[src/rtl/gauss_sample_collector.sv]
// Sample collector behind the multihat Gaussian generator: buffers strobed samples
// in a FIFO drained by a valid/ready stream and accumulates windowed moments.
module gauss_sample_collector #(
  parameter int DATA_W = 16,
  parameter int DEPTH  = 16,
  parameter int CNT_W  = 16
) (
  input  logic                        ap_clk,
  input  logic                        ap_rst_n,
  input  logic [DATA_W-1:0]           in_data,
  input  logic                        in_vld,
  output logic [DATA_W-1:0]           m_data,
  output logic                        m_valid,
  input  logic                        m_ready,
  output logic [$clog2(DEPTH):0]      fifo_level,
  output logic                        overflow,
  input  logic                        clear,
  input  logic                        start,
  input  logic [CNT_W-1:0]            win_len,
  output logic [CNT_W-1:0]            stats_cnt,
  output logic [DATA_W+CNT_W-1:0]     stats_sum,
  output logic [2*DATA_W+CNT_W-1:0]   stats_sumsq,
  output logic                        stats_busy,
  output logic                        stats_done
);

  localparam int AW    = $clog2(DEPTH);
  localparam int PW    = AW + 1;
  localparam int SUM_W = DATA_W + CNT_W;
  localparam int SQ_W  = 2*DATA_W + CNT_W;

  typedef enum logic [1:0] {
    IDLE    = 2'd0,
    COLLECT = 2'd1,
    DONE    = 2'd2
  } state_t;

  // ---------------------------------------------------------------------------
  // FIFO
  // ---------------------------------------------------------------------------
  logic [DATA_W-1:0] mem_q [DEPTH];
  logic [PW-1:0]     wr_ptr_q, wr_ptr_d;
  logic [PW-1:0]     rd_ptr_q, rd_ptr_d;
  logic              overflow_q, overflow_d;
  logic              empty, full, push, pop;

  assign empty = (wr_ptr_q == rd_ptr_q);
  assign full  = (wr_ptr_q[AW] != rd_ptr_q[AW]) &&
                 (wr_ptr_q[AW-1:0] == rd_ptr_q[AW-1:0]);

  // Stream handshake: a word moves on every cycle where m_valid and m_ready are
  // both high; m_valid never depends on m_ready and, once raised, stays high with
  // m_data stable until that transfer happens (clear/reset excepted).
  assign m_valid    = ~empty;
  assign pop        = m_valid & m_ready;
  assign push       = in_vld & (~full | pop) & ~clear;
  assign m_data     = m_valid ? mem_q[rd_ptr_q[AW-1:0]] : '0;
  assign fifo_level = wr_ptr_q - rd_ptr_q;
  assign overflow   = overflow_q;

  always_comb begin
    wr_ptr_d   = wr_ptr_q;
    rd_ptr_d   = rd_ptr_q;
    overflow_d = overflow_q;
    if (clear) begin
      wr_ptr_d   = '0;
      rd_ptr_d   = '0;
      overflow_d = 1'b0;
    end else begin
      if (push) wr_ptr_d = wr_ptr_q + PW'(1);
      if (pop)  rd_ptr_d = rd_ptr_q + PW'(1);
      if (in_vld && full && !pop) overflow_d = 1'b1;
    end
  end

  always_ff @(posedge ap_clk or negedge ap_rst_n) begin
    if (!ap_rst_n) begin
      wr_ptr_q   <= '0;
      rd_ptr_q   <= '0;
      overflow_q <= 1'b0;
    end else begin
      wr_ptr_q   <= wr_ptr_d;
      rd_ptr_q   <= rd_ptr_d;
      overflow_q <= overflow_d;
    end
  end

  // Storage needs no reset: m_data is masked to zero whenever the FIFO is empty.
  always_ff @(posedge ap_clk) begin
    if (push) mem_q[wr_ptr_q[AW-1:0]] <= in_data;
  end

  // ---------------------------------------------------------------------------
  // Windowed statistics
  // ---------------------------------------------------------------------------
  state_t                  state_q, state_d;
  logic [CNT_W-1:0]        len_q, len_d;
  logic [CNT_W-1:0]        cnt_q, cnt_d, cnt_inc;
  logic [SUM_W-1:0]        sum_q, sum_d;
  logic [SQ_W-1:0]         sumsq_q, sumsq_d;
  logic signed [2*DATA_W-1:0] samp_ext, samp_sq;
  logic                    start_ok;

  assign start_ok = start & (win_len != '0);
  assign cnt_inc  = cnt_q + CNT_W'(1);
  assign samp_ext = {{DATA_W{in_data[DATA_W-1]}}, in_data};
  // Low 2*DATA_W bits of the widened product are the exact (non-negative) square.
  assign samp_sq  = samp_ext * samp_ext;

  always_ff @(posedge ap_clk or negedge ap_rst_n) begin
    if (!ap_rst_n) begin
      state_q <= IDLE;
      len_q   <= '0;
      cnt_q   <= '0;
      sum_q   <= '0;
      sumsq_q <= '0;
    end else begin
      state_q <= state_d;
      len_q   <= len_d;
      cnt_q   <= cnt_d;
      sum_q   <= sum_d;
      sumsq_q <= sumsq_d;
    end
  end

  always_comb begin
    state_d = state_q;
    if (clear) begin
      state_d = IDLE;
    end else begin
      case (state_q)
        IDLE:    if (start_ok) state_d = COLLECT;
        COLLECT: if (in_vld && (cnt_inc == len_q)) state_d = DONE;
        DONE:    if (start_ok) state_d = COLLECT;
        default: state_d = IDLE;
      endcase
    end
  end

  always_comb begin
    len_d   = len_q;
    cnt_d   = cnt_q;
    sum_d   = sum_q;
    sumsq_d = sumsq_q;
    if (clear) begin
      len_d   = '0;
      cnt_d   = '0;
      sum_d   = '0;
      sumsq_d = '0;
    end else if (start_ok && (state_q != COLLECT)) begin
      len_d   = win_len;
      cnt_d   = '0;
      sum_d   = '0;
      sumsq_d = '0;
    end else if ((state_q == COLLECT) && in_vld) begin
      cnt_d   = cnt_inc;
      sum_d   = sum_q + {{CNT_W{in_data[DATA_W-1]}}, in_data};
      sumsq_d = sumsq_q + {{CNT_W{1'b0}}, samp_sq};
    end
  end

  always_comb begin
    stats_busy  = (state_q == COLLECT);
    stats_done  = (state_q == DONE);
    stats_cnt   = cnt_q;
    stats_sum   = sum_q;
    stats_sumsq = sumsq_q;
  end

endmodule

[config.mk]
export PLATFORM = sky130hd
export DESIGN_NAME = gauss_sample_collector
export DESIGN_NICKNAME = d
export VERILOG_FILES = /design/src/rtl/gauss_sample_collector.sv
export SDC_FILE = /design/constraint.sdc
export NUM_CORES = 1
export LEC_CHECK = 0
export CAP_MARGIN = 30
export CORE_ASPECT_RATIO = 0.9
export CORE_UTILIZATION = 34
export CTS_BUF_LIST = sky130_fd_sc_hd__clkbuf_8
export DETAILED_ROUTE_END_ITERATION = 6
export SLEW_MARGIN = 10
export SYNTH_ARGS = -nofsm -noshare
export SYNTH_HDL_FRONTEND = slang
export SYNTH_SLANG_ARGS = --single-unit
[constraint.sdc]
create_clock -name ap_clk -period 7.45 [get_ports ap_clk]
set_input_delay 1.1175 -clock ap_clk [delete_from_list [all_inputs] [get_ports ap_clk]]
set_output_delay 1.1175 -clock ap_clk [all_outputs]
set_load 0.01 [all_outputs]
## Word-level counts from Yosys, hierarchy flattened

Memories as Yosys holds them, arrays and structs flattened.
Index checks and enable logic that the tools add are counted.

| storage, ports and cells | value |
|---|---|
| flip-flop bits (word level) | 125 |
| RAM bits | 256 |
| input bits | 38 |
| output and inout port bits | 121 |
| logic and storage cells | 73 |
| memories kept | 1 |

Memories:

| memory | words | bits a word | rd ports | clocked after memory_dff | write ports | line | RTL |
|---|---|---|---|---|---|---|---|
| mem_q | 16 | 16 | 1 | 0 | 1 | 41 | `logic [DATA_W-1:0] mem_q [DEPTH];` |

| cells by class | value |
|---|---|
| add/sub/neg operators | 6 |
| multipliers | 1 |
| equal/unequal tests | 9 |
| muxes and demuxes | 24 |
| bitwise logic cells | 8 |
| reductions and logical operators | 16 |

Operators by type and width:

| cell | number |
|---|---|
| two-way mux 48 bit | 3 |
| two-way mux 16 bit | 6 |
| two-way mux 32 bit | 3 |
| adder 48 x 32 -> 48 bit | 1 |
| adder 32 bit | 1 |
| multiplier 16 x 16 -> 32 bit | 1 |
| two-way mux 5 bit | 4 |
| adder 16 x 1 -> 16 bit (second input constant) | 1 |
| equality test 16 bit | 1 |
| nonzero test 16 bit | 1 |
| adder 5 x 1 -> 5 bit (second input constant) | 2 |
| nonzero test 2 bit | 4 |
| logical AND 1 bit | 6 |
| two-way mux 2 bit | 3 |
| equality test 5 bit | 1 |
| subtractor 5 bit | 1 |
| bitwise AND 1 bit | 4 |
| equality test 4 bit | 1 |
| two-way mux 1 bit | 4 |
| case mux 2 bit (2 select lines) | 1 |
| inequality test 3 x 1 -> 1 bit (second input constant) | 1 |
| inequality test 3 x 2 -> 1 bit (second input constant) | 1 |
| inverter 1 bit | 3 |
| nonzero test 3 bit | 1 |
| 9 further kinds | 9 |

## Depth between registers and ports, before layout

| depth | value |
|---|---|
| depth in word-level cells | 8 |
| gate-level depth with buffers | 35 |
| gate-level depth less buffers | 33 |

## Worst setup path after synthesis

OpenSTA, ideal clock, no wires.

| timing path | value |
|---|---|
| kind | input to register |
| from | input port in_data[15] |
| to | register sumsq_q[47], in the netlist stats_sumsq[47] |
| setup time | 0.078 ns |
| arrival | 8.406 ns |
| required time | 7.372 ns |
| setup slack | -1.034 ns |
| stages | 30 |
| buffers on the path | 2 |
| cells stage by stage | clkbuf_1 -> inv_1 -> clkbuf_1 -> nor2_1 -> fa_1 -> inv_1 -> fa_1 -> inv_1 -> fa_1 -> fa_1 -> fa_1 -> fa_1 -> ha_1 -> a21o_1 -> a21oi_1 -> nor2_1 -> a311o_1 -> a21o_1 -> a21o_1 -> a21oi_1 -> xnor2_1 -> ha_1 -> nor2b_1 -> o21ai_0 -> nand2b_1 -> nor2_1 -> a211oi_4 -> o21ai_4 -> or4_1 -> a21oi_1 |

| between the ends | value |
|---|---|
| longest elaborated chain between the ends | 5 |

RTL lines:

| what | line | RTL |
|---|---|---|
| start: declaration | 10 | `input logic [DATA_W-1:0] in_data,` |
| multiplier 16 x 16 -> 32 bit | 108 | `assign samp_sq = samp_ext * samp_ext;` |
| adder 48 x 32 -> 48 bit | 158 | `sumsq_d = sumsq_q + {{CNT_W{1'b0}}, samp_sq};` |
| two-way mux 48 bit | 155 | `end else if ((state_q == COLLECT) && in_vld) begin` |
| two-way mux 48 bit | 150 | `end else if (start_ok && (state_q != COLLECT)) begin` |
| two-way mux 48 bit | 145 | `if (clear) begin` |
| end signal: assignment | 122 | `sumsq_q <= sumsq_d;` |
| end: declaration | 100 | `logic [SQ_W-1:0] sumsq_q, sumsq_d;` |

Every way passes these cells. The select of a mux whose other input is x is not followed.
A chain may end at the register's enable or synchronous reset.

## Final worst setup path

| timing path | value |
|---|---|
| from | input port in_data[3] |
| to | register sumsq_q[37], in the netlist stats_sumsq[37] |

The elaborated chain is that of the path after synthesis.

==> flow_summary.ini <==
[sta]
post-route-period-util_pct = 105
skew_ns = 0.0314
drv_slew = 0
min_period_ns = 7.84
fin_ws_ns = -0.395
fmax_mhz = 127
setup_viol = 22
rsz0062_at_grt = yes
relSlewSlack_pct = 39.0
finalHoldViolations = 0
tightest_slew_ns = 0.914

[global_routing]
overflow = 0
grt.total_usage_pct = 19.5
grt_max_degree = 73
grt_first_pass_wirelength_um = 123000
grt_pass1_vias = 21500
antenna_found_initial = 1

[logic_synthesis]
synth_seq_area_share_pct = 39.5
netlist_instances = 2357
synthesis.nets = 2793
netlist_area_mm2 = 0.0274
synth_flop_cell = edfxtp_1
synth_area_leaders = edfxtp_1, fa_1, dfrtp_1
synth_edf_count = 256
synth_most_common_cell = inv_1
async_reset_ff_share_pct = 32.8
yosys.cell_types.count = 74
synth_top_cell_by_area = edfxtp_1
synth_common_cells = inv_1, edfxtp_1, fa_1
synth-seq-cells = 381
syn_avg_cell_area_um2 = 11.6
yosys_warnings = 0
yosysTopAreaCellShare_pct = 28.1

[placed_design]
dp_hpwl_um = 54200
portBuffers = 158
gp_congestion = 0.887
preCtsSetupSlack_ns = -1.55

[drt]
ant_nets = 0
m1WireLength_um = 33300
drc = 12
via_count = 20000
drt-total-wl_um = 78000
highest_layer = met4
via_per_inst = 4.98
wl_met3_um = 4870
drtPass1Iterations = 7
drt_iter0_drc = 1223
dr_wl_met2_um = 37800
wl_per_cell_um = 19.4

[clock_network]
cts.sinks = 381
htree_levels = 3
holdBufCountCts = 0
cts_tree = built
cts_buffers = 66
clkTransAtPathRegs_ns = 0.06
cts.path.max_buffers = 3
clk_latency_ns = 0.66
root_buffer = clkbuf_8

[setup_path]
ff2ff_setup_slack_ns = 3.87
worstRegToRegCells = 9
crit_path_end_kind = flip-flop
crit_arrival_ns = 8.43
path_max_fanout = 8
path_common_cell = fa_1
cpPeakStageDelay_ns = 0.53
critical_path_class = input port to flip-flop
critPathLaunchType = input port
critical_path.slowest_cell = fa_1
critical_path_required_ns = 8.04
timing.rr.start = rd_ptr_q[1]
reg2reg_to = mem_q[7][11]

[die]
die_w_um = 301
num_rows = 98
dieHeight_um = 271
core_mm2 = 0.0796
die_area_mm2 = 0.0817
start_util_pct = 34.4
ios = 159

[outcome]
status = finished, violations left
failed_checks = design-rule violations, negative setup slack

[layout]
nets = 3345
drive_gt1_share_pct = 27.9
area_growth_pct = 31.9

[run]
drv_cap = 0

[min_path]
min_path_type = input port to asynchronous set/reset pin
-- state kept, by name, indices dropped and copies added (netlist names) --
register and cells:
stats_sumsq 48, wr_ptr_q 5, overflow 1, len_q 16, stats_sum 32, mem_q 256, rd_ptr_q 5, stats_cnt 16
state_q 2
-- worst max-delay path by stage --
stage | start | to | slack, ns | cells past startpoint
2_1_floorplan | in_data[15] | stats_sumsq[43] | -0.42 | 30
3_3_place_gp | in_data[3] | stats_sumsq[43] | -1.47 | 33
3_5_place_dp | in_data[3] | stats_sumsq[47] | -1.55 | 33
4_1_cts | in_data[6] | stats_sumsq[45] | -0.34 | 34
5_1_grt | in_data[8] | stats_sumsq[34] | -0.61 | 36
6_report | in_data[3] | stats_sumsq[37] | -0.39 | 32
-- cells in the final DEF (no fill, tap or decap), types with 12 or more instances in the layout --
master           instances
buf_12                  23
mux2i_1                 20
buf_4                  338
ha_1                   137
nor2_1                 128
nand2_1                166
and2_1                  33
xnor2_1                 76
xnor2_2                 12
dfrtp_1                123
xor2_1                  47
o21ai_0                 76
clkdlybuf4s50_1        141
nor2b_1                 31
inv_2                   27
buf_6                   27
nand4_1                 14
and3_1                  19
edfxtp_1               256
o21ai_1                 21
and2_4                  13
fa_1                   220
nand3_1                 24
ha_4                    18
a21o_1                  44
a21oi_1                 70
nand2_2                 17
nor3_1                  14
mux4_2                  80
clkbuf_8                69
fa_2                    19
nand2b_1                14
a21oi_2                 23
inv_1                  329
-- cell families (layout without fill, tap and decap cells) --
family                     Yosys count  count (layout)  synth area share, %
adders and majority gates          398             398                 24.7
buffers and inverters              417            1017                 5.77
muxes                              101             101                 7.35
DFF                                381             381                 39.5
AOI/OAI and AO/OA                  358             359                 8.51
other                                0               1                    0
and+or+nand+nor                    564             564                 9.77
xor gates and xnor gates           138             138                 4.41
-- area by class of cell --
| class | instances | area [µm²] |
|---|---|---|
| antenna | 1 | 2.50 |
| clock buffer | 69 | 950 |
| clock inverter | 48 | 325 |
| fill | 7145 | 43400 |
| inverter | 344 | 1310 |
| multi-input combinational | 1560 | 16100 |
| sequential | 381 | 10800 |
| tap | 1050 | 1310 |
| timing repair buffer | 556 | 5330 |
-- per-stage QoR --
stage | instance area [µm²] | std cells | hold slack, ns | utilization (%) | setup TNS [ns]
after floorplan | 27800 | 2357 | 0.506 | - | -6.51
after global placement | 32800 | 3797 | 0.494 | 41.2 | -40.49
after detailed placement | 32900 | 3802 | 0.495 | 41.3 | -42.40
after CTS | 35400 | 3978 | 0.394 | 44.5 | -4.67
after global routing | 36100 | 4009 | 0.442 | 45.4 | -11.50
final | 36100 | 4009 | 0.424 | 45.4 | -6.98
-- repair_timing --
action | CTS | global route
endpoints found under the setup margin | 31 | 30
gates resized for setup | 216 | 113
gates cloned | 14 | 0
pin swaps | 105 | 82
setup buffers | 45 | 30
-- worst max-delay path, delay by kind of cell --
family | cells | cell delay, ns
adders and majority gates | 8 | 3.63
AOI/OAI and AO/OA | 10 | 1.87
and+or+nand+nor | 5 | 0.86
xor gates and xnor gates | 1 | 0.12
buffers and inverters | 8 | 0.79
-- metal layers --
layer,track usage [%],up-vias
li1,-,9166
met1,26.0,10100
met2,32.2,582
met3,3.75,121
met4,5.37,0
met5,0,-
Power is not shown: default switching activity piles up to over one toggle a cycle in this logic, so the estimate is an artifact.
